## src/rtl/fsm_mon_pkg.sv

```systemverilog
// Shared types, out-decode constants and the legal transition graph for fsm_state_monitor.
package fsm_mon_pkg;

    typedef enum logic [1:0] {
        IDLE = 2'd0,
        RUN  = 2'd1,
        HOLD = 2'd2,
        DONE = 2'd3
    } state_t;

    localparam logic [2:0] OUT_IDLE   = 3'b000;
    localparam logic [2:0] OUT_RUN    = 3'b001;
    localparam logic [2:0] OUT_HOLD   = 3'b010;
    localparam logic [2:0] OUT_DONE   = 3'b100;
    localparam logic [2:0] OUT_LOCKED = 3'b111;

    // Self-loops are always legal; everything else follows the work cycle graph.
    function automatic logic legal_trans(input state_t from, input state_t to);
        logic ok;
        ok = 1'b0;
        if (from == to) begin
            ok = 1'b1;
        end else begin
            case (from)
                IDLE:    ok = (to == RUN);
                RUN:     ok = (to == HOLD) || (to == DONE);
                HOLD:    ok = (to == RUN)  || (to == DONE);
                DONE:    ok = (to == IDLE);
                default: ok = 1'b0;
            endcase
        end
        return ok;
    endfunction

    function automatic logic [2:0] decode_out(input state_t s);
        logic [2:0] d;
        case (s)
            IDLE:    d = OUT_IDLE;
            RUN:     d = OUT_RUN;
            HOLD:    d = OUT_HOLD;
            DONE:    d = OUT_DONE;
            default: d = OUT_IDLE;
        endcase
        return d;
    endfunction

endpackage

```

## src/rtl/fsm_mon_sat_cnt.sv

```systemverilog
// Saturating up-counter with synchronous clear; clear wins over increment.
module fsm_mon_sat_cnt #(
    parameter int W = 8
) (
    input  logic         clk,
    input  logic         rst_n,
    input  logic         inc,
    input  logic         clr,
    output logic [W-1:0] count
);

    always_ff @(posedge clk or negedge rst_n) begin
        if (!rst_n) begin
            count <= '0;
        end else if (clr) begin
            count <= '0;
        end else if (inc && (count != '1)) begin
            count <= count + 1'b1;
        end
    end

endmodule

```

## src/rtl/fsm_state_monitor.sv

```systemverilog
// Tracks a requested 2-bit state against the legal graph, flags/counts violations.
// Optional lock-on-first-violation behaviour is enabled by defining FSM_MON_LOCK_EN.
module fsm_state_monitor
    import fsm_mon_pkg::*;
#(
    parameter int DWELL_W = 8,
    parameter int ERR_W   = 8
) (
    input  logic               clk,
    input  logic               rst_n,
    input  logic [1:0]         state_in,
    input  logic               state_valid,
    output logic [2:0]         out,
    output logic [1:0]         cur_state,
    output logic               illegal_trans,
    output logic               err_sticky,
    output logic [ERR_W-1:0]   err_count,
    output logic [DWELL_W-1:0] dwell,
    output logic               locked
);

    // Handshake: state_valid has no ready; every cycle it is high the request is consumed.
    state_t cur_q;
    state_t req;
    logic   lock_q;
    logic   sample;
    logic   is_legal;
    logic   accept;
    logic   reject;

    assign req      = state_t'(state_in);
    assign sample   = state_valid && !lock_q;
    assign is_legal = legal_trans(cur_q, req);
    assign accept   = sample && is_legal && (req != cur_q);
    assign reject   = sample && !is_legal;

    always_ff @(posedge clk or negedge rst_n) begin
        if (!rst_n) begin
            cur_q         <= IDLE;
            out           <= OUT_IDLE;
            illegal_trans <= 1'b0;
            err_sticky    <= 1'b0;
`ifdef FSM_MON_LOCK_EN
            lock_q        <= 1'b0;
`endif
        end else begin
            illegal_trans <= reject;
            if (reject) begin
                err_sticky <= 1'b1;
            end
            if (accept) begin
                cur_q <= req;
                out   <= decode_out(req);
            end
`ifdef FSM_MON_LOCK_EN
            // First rejection freezes the tracked state and forces the safe code.
            if (reject) begin
                lock_q <= 1'b1;
                out    <= OUT_LOCKED;
            end
`endif
        end
    end

`ifndef FSM_MON_LOCK_EN
    assign lock_q = 1'b0;
`endif

    assign cur_state = cur_q;
    assign locked    = lock_q;

    fsm_mon_sat_cnt #(.W(DWELL_W)) u_dwell_cnt (
        .clk   (clk),
        .rst_n (rst_n),
        .inc   (1'b1),
        .clr   (accept),
        .count (dwell)
    );

    fsm_mon_sat_cnt #(.W(ERR_W)) u_err_cnt (
        .clk   (clk),
        .rst_n (rst_n),
        .inc   (reject),
        .clr   (1'b0),
        .count (err_count)
    );

endmodule

```

## config.mk

```make
export PLATFORM = sky130hd
export DESIGN_NAME = fsm_state_monitor
export DESIGN_NICKNAME = d
export VERILOG_FILES = /design/src/rtl/fsm_mon_pkg.sv /design/src/rtl/fsm_mon_sat_cnt.sv /design/src/rtl/fsm_state_monitor.sv
export SDC_FILE = /design/constraint.sdc
export NUM_CORES = 1
export LEC_CHECK = 0
export ABC_CLOCK_PERIOD_IN_PS = 4660
export CAP_MARGIN = 25
export CORE_MARGIN = 5
export CORE_UTILIZATION = 35
export DETAILED_ROUTE_END_ITERATION = 16
export PLACE_DENSITY = 0.64
export SLEW_MARGIN = 40
export SYNTH_ARGS = -nofsm -noshare
export SYNTH_HDL_FRONTEND = slang
export SYNTH_SLANG_ARGS = --single-unit
export TNS_END_PERCENT = 10
```

## constraint.sdc

```tcl
create_clock -name clk -period 4.66 [get_ports clk]
set_input_delay 0.466 -clock clk [delete_from_list [all_inputs] [get_ports clk]]
set_output_delay 0.466 -clock clk [all_outputs]
set_load 0.05 [all_outputs]
```

==> flow_summary_export.csv <==
group,metric,value,unit
status,status,"complete, no violations",
worst_setup_path,worstSetupPathType,"input pin to flop",
logic_synthesis,synth_seq_cells,23,
route,drc,0,
global_routing,grt_pass1_wl,3.90,mm
worst_setup_path,cp.arrival,2.41,ns
floorplan,fp.dieH,69.0,um
finish,drive_gt1_share,11.6,%
cts,clock_path_buffers,2,
floorplan,die_x,69.0,um
logic_synthesis,async_flop_share,100,%
timing,max_slew_margin,65.5,%
logic_synthesis,synthTopCellsByArea,"dfrtp_1 47%, ha_1 5.1%, mux2i_1 4.9%, mux2_2 4.6%, nor2_1 4.0%",
worst_setup_path,rrSetupSlack,2.55,ns
cts,htree_levels,1,
floorplan,dieArea,4760,sq um
floorplan,start_util,36.2,%
finish,regArea,576,sq um
route,vias,917,
cts,clk_latency,0.31,ns
logic_synthesis,syn-num-nets,127,
logic_synthesis,synth_seq_area_share,47.3,%
route,ant_nets,0,
timing,maxSlewViolCount,0,
timing,finalHoldViolCount,0,
route,wl,2.35,mm
logic_synthesis,synth_flop_cell,"dfrtp_1",
timing,fin_tns_setup,0,ns
finish,area_delta_synth_final,27.2,%
global_routing,grt_pass1_vias,866,
route,first_pass_iters,4,
global_routing,grt_remaining_overflow,0,
placed_design,placed_cells,188,
worst_setup_path,start_kind,"input pin",
global_routing,antenna_found_initial,0,
timing,tightest_slew,0.513,ns
logic_synthesis,syn_area_per_cell,10.4,sq um
finish,nets,157,
run,drv_cap,0,
logic_synthesis,yosysTopAreaCell,"dfrtp_1",
cts,cts_resized,0,
worst_setup_path,reg2reg_depth,7,
global_routing,grt_max_degree,24,
cts,cts_hold_buf,0,
cts,cts-root-buf,"clkbuf_4",
worst_setup_path,crit_required,4.87,ns
finish,stdcell_count,192,
cts,cts_buffers,3,
worst_setup_path,cp_max_fo,11,
cts,cts.reportedPaths.clkPinSlew,0.13,ns
timing,setup_viol,0,
route,post_drt_wl_per_cell,12.3,um
logic_synthesis,syn_inst,117,
timing,fin_crit_sh,47.2,%
finish,utilization,46.1,%
worst_setup_path,worstSetupEndpointType,"flop",
floorplan,coreArea,3360,sq um
worst_setup_path,r2r_start,"cur_state[0]",
placed_design,io_buffers,27,
finish,n_fill_cell,353,
logic_synthesis,synth_top_area_share,47.3,%
timing,final.min_clock_period,2.20,ns
finish,antenna_cells,0,
placed_design,place_ws,2.12,ns
route,drtIter0Drc,61,
worst_setup_path,r2r-end,"out[1]",
global_routing,grtUsageTotal,10.8,%
logic_synthesis,synth_warnings,0,
cts,clock_sink_count,23,
placed_design,place_hpwl,1.82,mm
floorplan,pin_count,29,
cts,cts_tree,"built",
timing,skew,0.00521,ns
min_path,hold_path_class,"input pin to asynchronous set/reset pin",
finish,multi_input_area,593,sq um
logic_synthesis,yosysUniqueCellTypes,34,
logic_synthesis,synth_area,1220,sq um
logic_synthesis,synth_edf_count,0,
timing,max_freq,455,MHz
timing,worst_slack,2.46,ns
timing,rsz0062_at_grt,"false",
floorplan,rows,21,
route,viasPerCell,4.78,
placed_design,gp_congestion,0.778,
cts,cts_setup_buffers,0,
## cell usage in the layout (no fill, tap or decap), types with 3 or more instances in the layout
master           instances
and3_1                   5
clkbuf_4                 3
clkdlybuf4s50_1         26
dfrtp_1                 23
ha_1                     5
inv_1                    8
mux2_2                   5
mux2i_1                  6
nand2_1                  8
nand3_1                  5
nor2_1                  13
nor3_1                   5
xor2_1                   5
## registers in the layout, summed over array words and instances, names as in the netlist
signal             count
out                    3
u_dwell_cnt.count      8
illegal_trans          1
err_sticky             1
cur_state              2
u_err_cnt.count        8
## worst max path at each step
stage / start / end / slack, ns / cells after the start
6_report: state_in[0] / out[1] / 2.46 / 6
3_5_place_dp: state_in[0] / out[1] / 2.12 / 6
3_3_place_gp: state_in[0] / out[1] / 2.18 / 6
2_1_floorplan: cur_state[0] / u_err_cnt.count[1] / 2.37 / 6
5_1_grt: state_in[0] / out[1] / 2.33 / 6
4_1_cts: state_in[0] / out[1] / 2.45 / 6
## metal layers
layer  track usage [%]  routed length [um]  vias up
met5                 0                   0        -
met4              2.19                   7        0
met3              2.43                 136        2
met1              15.4                1220      426
li1                  -                   -      459
met2              16.8                 989       30
## per-stage QoR
stage | hold slack, ns | instance area [sq um]
after floorplan | 0.170 | 1220
after global placement | 0.459 | 1530
after detailed placement | 0.467 | 1520
after CTS | 0.119 | 1550
after global routing | 0.139 | 1550
final | 0.0991 | 1550
## final cells by class
cell class / count / share of cell area [%]
multi-input cells: 84 / 38.3
flip-flops and latches: 23 / 37.2
repair buffers: 27 / 17.1
well taps: 46 / 3.72
inverters: 8 / 1.94
clock buffers: 3 / 1.45
clock inverters: 1 / 0.323
## worst max-delay path, stage by stage
cell and delay (ns):
clkdlybuf4s50_1 0.60, nand2b_4 0.17, a32oi_1 0.10, o22ai_2 0.35, and2b_2 0.35, mux2_2 0.36
## Yosys cell counts (all sizes together), types with 2 or more instances
| cell type | n |
|---|---|
| a21oi | 2 |
| and2b | 2 |
| and3 | 5 |
| buf | 2 |
| dfrtp | 23 |
| ha | 5 |
| inv | 8 |
| mux2 | 6 |
| mux2i | 6 |
| nand2 | 8 |
| nand2b | 3 |
| nand3 | 5 |
| nand4 | 2 |
| nor2 | 13 |
| nor3 | 5 |
| nor4 | 2 |
| o21ai | 3 |
| xnor2 | 2 |
| xor2 | 5 |
## cell families (layout without fill, tap and decap cells)
| kind of cell | count (synthesis) | count (layout) | share of synthesized area, % |
|---|---|---|---|
| compound gates | 8 | 8 | 4.42 |
| simple gates | 51 | 51 | 23.0 |
| xor+xnor | 7 | 7 | 5.04 |
| mux | 12 | 12 | 10.8 |
| other cells | 1 | 1 | 0.308 |
| flops | 23 | 23 | 47.3 |
| fa+ha+maj | 5 | 5 | 5.14 |
| buf+inv | 10 | 39 | 4.01 |
Power is left out: the tool's default activity adds up to more than one toggle a clock period on the data nets, which glitch-free logic cannot reach.
